<file path="config.mk">
export PLATFORM = sky130hd
export DESIGN_NAME = sr_ff_bank
export DESIGN_NICKNAME = d
export VERILOG_FILES = /design/src/rtl/sr_ff_bank.sv
export SDC_FILE = /design/constraint.sdc
export NUM_CORES = 1
export LEC_CHECK = 0
export CAP_MARGIN = 0
export CORE_MARGIN = 1
export CORE_UTILIZATION = 40
export DETAILED_ROUTE_END_ITERATION = 8
export DONT_BUFFER_PORTS = 1
export GPL_TIMING_DRIVEN = 0
export PLACE_DENSITY_LB_ADDON = 0.25
export SLEW_MARGIN = 0
export SYNTH_ARGS = -nofsm -noshare
export SYNTH_HDL_FRONTEND = slang
export SYNTH_SLANG_ARGS = --single-unit
</file>
<file path="constraint.sdc">
create_clock -name clk -period 1.1 [get_ports clk]
set_input_delay 0.22 -clock clk [delete_from_list [all_inputs] [get_ports clk]]
set_output_delay 0.22 -clock clk [all_outputs]
set_load 0.1 [all_outputs]
</file>
<file path="src/rtl/sr_ff_bank.sv">
// sr_ff_bank: WIDTH independent clocked storage channels with run-time SR/JK/D/T mode,
// per-channel enable, configurable S=R=1 resolution and sticky violation flags.
// Optional feature macro: SR_VIOL_CNT_EN adds a saturating violation event counter (viol_cnt).
module sr_ff_bank #(
    parameter int unsigned       WIDTH       = 8,
    parameter int unsigned       SR_PRIORITY = 0,
    parameter logic [WIDTH-1:0]  RESET_VAL   = '0,
    parameter int unsigned       CNT_W       = 8
) (
    input  logic             clk,
    input  logic             rst,
    input  logic [1:0]       mode,
    input  logic [WIDTH-1:0] s,
    input  logic [WIDTH-1:0] r,
    input  logic [WIDTH-1:0] enable,
    input  logic             viol_clr,
    output logic [WIDTH-1:0] q,
    output logic [WIDTH-1:0] notq,
    output logic [WIDTH-1:0] viol,
    output logic             viol_any
`ifdef SR_VIOL_CNT_EN
    ,
    output logic [CNT_W-1:0] viol_cnt
`endif
);

    typedef enum logic [1:0] {
        ModeSr = 2'b00,
        ModeJk = 2'b01,
        ModeD  = 2'b10,
        ModeT  = 2'b11
    } mode_e;

    // Reject illegal configurations at elaboration.
    if (WIDTH < 1 || WIDTH > 32 || CNT_W < 1) begin : g_param_check
        $error("sr_ff_bank: WIDTH must be 1..32 and CNT_W at least 1");
    end

    logic [WIDTH-1:0] q_q, q_d;
    logic [WIDTH-1:0] viol_q, viol_d;
    logic             viol_any_q;
    logic [WIDTH-1:0] hit;

    // Next-state for each channel plus detection of enabled S=R=1 in SR mode.
    always_comb begin
        q_d    = q_q;
        viol_d = viol_clr ? '0 : viol_q;
        hit    = '0;
        for (int i = 0; i < int'(WIDTH); i++) begin
            if (enable[i]) begin
                unique case (mode_e'(mode))
                    ModeSr: begin
                        case ({s[i], r[i]})
                            2'b10: q_d[i] = 1'b1;
                            2'b01: q_d[i] = 1'b0;
                            2'b11: begin
                                hit[i] = 1'b1;
                                // Any priority code other than 1 or 2 resolves as hold.
                                if (SR_PRIORITY == 1) begin
                                    q_d[i] = 1'b1;
                                end else if (SR_PRIORITY == 2) begin
                                    q_d[i] = 1'b0;
                                end
                            end
                            default: ;
                        endcase
                    end
                    ModeJk: begin
                        case ({s[i], r[i]})
                            2'b10: q_d[i] = 1'b1;
                            2'b01: q_d[i] = 1'b0;
                            2'b11: q_d[i] = ~q_q[i];
                            default: ;
                        endcase
                    end
                    ModeD: q_d[i] = s[i];
                    ModeT: begin
                        if (s[i]) begin
                            q_d[i] = ~q_q[i];
                        end
                    end
                    default: ;
                endcase
            end
        end
        // A fresh violation beats a simultaneous clear.
        viol_d = viol_d | hit;
    end

    // State registers; reset is asynchronous and overrides everything.
    always_ff @(posedge clk or posedge rst) begin
        if (rst) begin
            q_q        <= RESET_VAL;
            viol_q     <= '0;
            viol_any_q <= 1'b0;
        end else begin
            q_q        <= q_d;
            viol_q     <= viol_d;
            viol_any_q <= |viol_d;
        end
    end

    assign q        = q_q;
    assign notq     = ~q_q;
    assign viol     = viol_q;
    assign viol_any = viol_any_q;

`ifdef SR_VIOL_CNT_EN
    localparam int unsigned     SumW   = CNT_W + 6;
    localparam logic [SumW-1:0] CntMax = {6'b0, {CNT_W{1'b1}}};

    logic [CNT_W-1:0] viol_cnt_q, viol_cnt_d;
    logic [5:0]       hit_pop;
    logic [SumW-1:0]  cnt_sum;

    // Saturating add of this edge's violating-channel count; clear restarts from zero.
    always_comb begin
        hit_pop = '0;
        for (int i = 0; i < int'(WIDTH); i++) begin
            hit_pop = hit_pop + 6'(hit[i]);
        end
        cnt_sum = (viol_clr ? '0 : SumW'(viol_cnt_q)) + SumW'(hit_pop);
        if (cnt_sum > CntMax) begin
            viol_cnt_d = '1;
        end else begin
            viol_cnt_d = cnt_sum[CNT_W-1:0];
        end
    end

    // Violation counter register.
    always_ff @(posedge clk or posedge rst) begin
        if (rst) begin
            viol_cnt_q <= '0;
        end else begin
            viol_cnt_q <= viol_cnt_d;
        end
    end

    assign viol_cnt = viol_cnt_q;
`endif

endmodule

</file>
==> flow_metrics.env, run 1 <==
export IMPL_postCtsSetupBuffers=0
export IMPL_drt_wirelength_per_cell_um=18.0
export IMPL_ios=54
export IMPL_tightest_slew_ps=507
export IMPL_rrSetupSlack_ps=-770
export IMPL_min_from="r[2]"
export IMPL_synthToLayoutAreaGrowth_pct=17.0
export IMPL_fin_crit_ps=1870
export IMPL_p_per_area_nw_per_um2=1710
export IMPL_coreArea_um2=3180
export IMPL_worstSetupPathType="reg -> reg"
export IMPL_leakagePower_nw=0.655
export IMPL_holdWs_ps=23.8
export IMPL_drive_gt1_share_pct=31.3
export IMPL_hold_viol=0
export IMPL_yosysSeqAreaShare_pct=30.7
export IMPL_ff2ff_path_depth=4
export IMPL_post_route_worst_setup_slack_ps=-768
export IMPL_rsz0062_at_grt="yes"
export IMPL_initial_core_util_pct=43.5
export IMPL_violations="negative setup slack"
export IMPL_hold_class="in -> reg"
export IMPL_fillers=311
export IMPL_gp_congestion=0.761
export IMPL_rr_endpoint="q[5]"
export IMPL_cts_tree="yes"
export IMPL_cts_root_buf="clkbuf_4"
export IMPL_setup_tns_final_ps=-10250
export IMPL_clockBufferDepth=2
export IMPL_finClkSkew_ps=9.05
export IMPL_hold_end="q[2]"
export IMPL_grt_pass1_wl_mm=5.93
export IMPL_antenna_found_initial=0
export IMPL_vias_per_cell=5.89
export IMPL_insertion_delay_ps=300
export IMPL_hpwl_mm=2.86
export IMPL_numCtsBuffers=3
export IMPL_synth_top_area_cell="dfrtp_1"
export IMPL_cp_data_required_time_ps=1280
export IMPL_dp_cells=202
export IMPL_regToRegStartpoint="q[5]"
export IMPL_synth_top_area_share_pct=30.7
export IMPL_max_stage_delay_ps=650
export IMPL_yosysMostFrequentCell="inv_1"
export IMPL_multiInputGateArea_um2=855
export IMPL_ys_types=34
export IMPL_clkTransAtPathRegs_ps=110
export IMPL_clkSinkCount=17
export IMPL_synthTopCellsByCount="inv_1 (25), dfrtp_1 (17), ha_1 (17)"
export IMPL_final_max_slew_violation_count=0
export IMPL_hold_path_cell_count=1
export IMPL_grt_usage_pct=21.9
export IMPL_synth_area_um2=1380
export IMPL_num_nets_final=210
export IMPL_yosys_top_cells_area="dfrtp_1 (31%), ha_1 (15%), inv_1 (6.8%)"
export IMPL_worstSetupStartpointType="flip-flop"
export IMPL_synth_edff_count=0
export IMPL_ir_drop_uv=672
export IMPL_antenna_cells=0
export IMPL_drt_iter0_markers=73
export IMPL_htreeDepth=1
export IMPL_synth_ff_type="dfrtp_1"
export IMPL_max_freq_ghz=0.535
export IMPL_postRouteAntennaNets=0
export IMPL_async_flop_share_pct=100
export IMPL_drc=0
export IMPL_avgSynthCellArea_um2=8.76
export IMPL_cpMaxStageDelayCell="dfrtp_4"
export IMPL_layout_cells_non_filler=207
export IMPL_die_y_um=60.8
export IMPL_drv_cap=0
export IMPL_die_width_um=60.8
export IMPL_firstDrtPassIters=4
export IMPL_seq_area_um2=489
export IMPL_setup_viol=34
export IMPL_path_cells="clkinvlp_4, a31o_2, a21oi_2, a31oi_1"
export IMPL_grt_max_degree=18
export IMPL_critPathCaptureType="flip-flop"
export IMPL_grt_ovfl_total=0
export IMPL_crit_fanout=4
export IMPL_portBuffers=0
export IMPL_syn_inst=158
export IMPL_syn_nets=204
export IMPL_yosys_register_bits=17
export IMPL_status="complete, but fails checks"
export IMPL_die_area_um2=3700
export IMPL_slew_limit_headroom_pct=66.1
export IMPL_placed_area_um2=1530
export IMPL_fin_crit_sh_pct=170
export IMPL_routed_wl_mm=3.73
export IMPL_design_area_um2=1620
export IMPL_grt_pass1_vias=1337
export IMPL_yosysWarnings=0
export IMPL_vias=1220
export IMPL_crit_arrival_ps=2040
export IMPL_rows=20
==> cells by family (layout without fill, tap and decap cells) <==
kind of cell | after synthesis | in the layout | share of synthesized area [%]
mux | 3 | 3 | 2.26
buf+inv | 32 | 37 | 10.8
simple gates | 40 | 40 | 15.6
compound gates | 49 | 49 | 25.2
flops | 17 | 17 | 30.7
fa+ha+maj | 17 | 17 | 15.4
==> registers in the layout, indices dropped and copies added (netlist names) <==
register / cells
q: 8
viol: 8
viol_any: 1
==> through the flow <==
| step | power (mW) | worst slack [ps] | utilization, % |
|---|---|---|---|
| detailed placement | 2.39 | -758 | 48.0 |
| finish | 2.77 | -768 | 50.9 |
| floorplan | 2.28 | -698 | - |
| global route | 2.88 | -834 | 50.9 |
| global placement | 2.36 | -751 | 48.0 |
| CTS | 2.76 | -769 | 50.0 |
==> what timing repair did <==
item | in CTS | in global routing
gates resized for setup | 12 | 6
pin swaps | 6 | 2
gates cloned | 0 | 0
setup endpoints to repair | 35 | 42
hold buffers | 1 | 0
hold endpoints to repair | 17 | 0
==> critical path: cells and delay by family (launching register included) <==
family / cells / cell delay (ps)
AOI/OAI and AO/OA: 3 / 560
buffers and inverters: 1 / 530
DFF: 1 / 650
==> layout make-up <==
class                      instances  area share [%]
multi-input combinational        109            52.8
sequential                        17            30.2
inverter                          25            7.88
buffer                             7            3.40
tap                               44            3.40
clock buffer                       3            1.39
timing repair buffer               1           0.618
clock inverter                     1           0.309
==> worst max path at each step <==
stage | end | slack, ps | from
5_1_grt | q[7] | -830 | q[7]
3_3_place_gp | q[5] | -750 | q[5]
6_report | q[5] | -770 | q[5]
3_5_place_dp | q[5] | -760 | q[5]
4_1_cts | q[5] | -770 | q[5]
2_1_floorplan | q[5] | -700 | q[5]
==> placed cells by master, fill, tap and decap left out, types with 3 or more instances in the layout <==
cell type   netlist  routed
nand4_1           3       3
a211oi_1          5       5
o21ai_1           4       5
ha_1             17      17
nand2_1          16      14
a21oi_1           8       7
clkbuf_4          0       3
buf_4             3       3
o21ai_0           4       3
nor2b_1           4       4
a31oi_1           6       6
a32o_1            4       4
nor3b_1           6       4
dfrtp_4           0      17
o211ai_1          5       5
inv_1            25      16
nor2_1            5       5
clkinvlp_4        0       9
==> routing by layer <==
layer  share of wire [%]  GRT usage, %  up-vias
met1                  38          22.2      584
li1                    -             -      582
met3                 7.9          7.25        8
met5                   0             0        -
met4                 1.3          6.49        0
met2                  53          42.2       46
==> power by group <==
group          switching (mW)  internal (mW)
registers               0.731          0.753
logic                   0.714          0.216
clock network           0.218          0.136
total                    1.66           1.10
No activity file was read; power rests on OpenSTA's default activity.
==> inputs of run 2 (changes only) <==
--- a/config.mk
+++ b/config.mk
@@ -6,6 +6,8 @@
 export NUM_CORES = 1
 export LEC_CHECK = 0
 export CAP_MARGIN = 0
+export CELL_PAD_IN_SITES_DETAIL_PLACEMENT = 0
+export CELL_PAD_IN_SITES_GLOBAL_PLACEMENT = 1
 export CORE_MARGIN = 1
 export CORE_UTILIZATION = 40
 export DETAILED_ROUTE_END_ITERATION = 8
==> run 2 against run 1 <==
Compared with the run above:
- the flow still finishes with violations (negative setup slack)
- first-iteration DRC count decreased by 16%
- critical path type unchanged
- cell count unchanged
- routed wire length decreased by 2.6%
- setup slack got worse by 2.9 ps
- clock skew decreased by 7.9 ps
- core utilization decreased by 0.43 points
- worst hold slack improved by 0.64 ps
- non-clock buffer count unchanged
- maximum frequency decreased by 0.16%
- flip-flop and latch count unchanged
- sequential power about the same
- cell area decreased by 0.85%
==> flow_metrics.env, run 2 (synthesis results as in run 1) <==
export IMPL_grt_ovfl_total=0
export IMPL_ir_drop_uv=745
export IMPL_numCtsBuffers=3
export IMPL_dp_worst_setup_slack_ps=-774
export IMPL_cts_tree="yes"
export IMPL_clockBufferDepth=2
export IMPL_hpwl_mm=2.75
export IMPL_grt_pass1_vias=1292
export IMPL_final_util_pct=50.5
export IMPL_critPathCaptureType="flip-flop"
export IMPL_synthToLayoutAreaGrowth_pct=16.0
export IMPL_p_per_area_nw_per_um2=1710
export IMPL_violations="negative setup slack"
export IMPL_crit_fanout=4
export IMPL_cp_data_required_time_ps=1270
export IMPL_drive_gt1_share_pct=30.7
export IMPL_clkSinkCount=17
export IMPL_firstDrtPassIters=4
export IMPL_antenna_cells=0
export IMPL_die_area_um2=3700
export IMPL_tightest_slew_ps=502
export IMPL_routed_wl_mm=3.63
export IMPL_vias_per_cell=5.80
export IMPL_holdWs_ps=24.5
export IMPL_fin_crit_sh_pct=170
export IMPL_drt_iter0_markers=61
export IMPL_power_mw=2.75
export IMPL_clkTransAtPathRegs_ps=100
export IMPL_num_nets_final=210
export IMPL_worstSetupPathType="reg -> reg"
export IMPL_worstSetupStartpointType="flip-flop"
export IMPL_ios=54
export IMPL_final_max_slew_violation_count=0
export IMPL_finClkSkew_ps=1.12
export IMPL_antenna_found_initial=0
export IMPL_portBuffers=0
export IMPL_grt_pass1_wl_mm=5.88
export IMPL_hold_class="in -> reg"
export IMPL_die_y_um=60.8
export IMPL_grt_max_degree=18
export IMPL_status="complete, but fails checks"
export IMPL_coreArea_um2=3180
export IMPL_max_freq_ghz=0.534
export IMPL_rows=20
export IMPL_rsz0062_at_grt="yes"
export IMPL_drc=0
export IMPL_htreeDepth=1
export IMPL_drt_wirelength_per_cell_um=17.5
export IMPL_crit_arrival_ps=2040
export IMPL_fin_crit_ps=1870
export IMPL_slew_limit_headroom_pct=66.5
export IMPL_initial_core_util_pct=43.5
export IMPL_grt_usage_pct=21.4
export IMPL_post_route_worst_setup_slack_ps=-771
export IMPL_layout_common_cells="ha_1 (17), dfrtp_4 (17), inv_1 (16)"
export IMPL_die_width_um=60.8
export IMPL_gp_congestion=0.753
export IMPL_vias=1201
export IMPL_hold_viol=0
export IMPL_insertion_delay_ps=290
export IMPL_drv_cap=0
export IMPL_leakagePower_nw=0.647
export IMPL_setup_viol=34
export IMPL_cts_root_buf="clkbuf_4"
export IMPL_postRouteAntennaNets=0
run 2: cell count changes in the layout (fill, tap and decap cells not counted), sizes merged:
| cell | delta |
|---|---|
| clkbuf | +1 |
| clkinv | -1 |
run 2: worst paths after layout:
path,startpoint,endpoint,slack (ps),cells past startpoint
worst max-delay path,q[5],q[5],-770,4
max in group asynchronous,rst,q[7],430,2
min in group asynchronous,rst,viol[2],390,2
worst min-delay path,enable[5],q[5],20,1
worst min register to register,viol[2],viol[2],860,2
worst max register to register,q[5],q[5],-770,4
run 2: cell type report:
type                            count  area, um^2
Inverter                           25         128
Timing Repair Buffer                1        10.0
Clock buffer                        4        26.3
Buffer                              7        55.1
Sequential cell                    17         489
Tap cell                           44        55.1
Fill cell                         314        1570
Multi-Input combinational cell    109         842
run 2: stage by stage:
stage / cells / setup TNS [ps] / area, um^2
floorplan: 158 / -5610 / 1470
global placement: 202 / -6050 / 1530
detailed placement: 202 / -6370 / 1530
CTS: 207 / -10130 / 1590
global route: 207 / -11300 / 1610
finish: 207 / -9920 / 1610
run 2: per-layer routing:
layer | vias to the layer above | global-route usage [%] | share of wire (%)
met4 | 0 | 6.17 | 0.66
met2 | 39 | 39.1 | 51
met3 | 2 | 3.84 | 5.2
li1 | 579 | - | -
met5 | - | 0 | 0
met1 | 581 | 25.6 | 43
run 2: timing repair:
item | in CTS | in global routing
setup buffers | 0 | 0
resized for setup | 12 | 4
setup endpoints to repair | 34 | 51
pin swaps | 7 | 4
endpoints found under the hold margin | 17 | 0
hold buffers | 1 | 0
run 2: critical path, stage by stage (launching register included):
cell and delay (ps):
dfrtp_4 660, clkinvlp_4 530, a31o_2 370, a21oi_2 90
a31oi_1 100
run 2: power by group:
| group | leakage (nW) | total (mW) | internal (mW) | switching, mW |
|---|---|---|---|---|
| clock | 0.0150 | 0.345 | 0.141 | 0.205 |
| sequential | 0.190 | 1.49 | 0.753 | 0.733 |
| combinational | 0.442 | 0.918 | 0.212 | 0.706 |
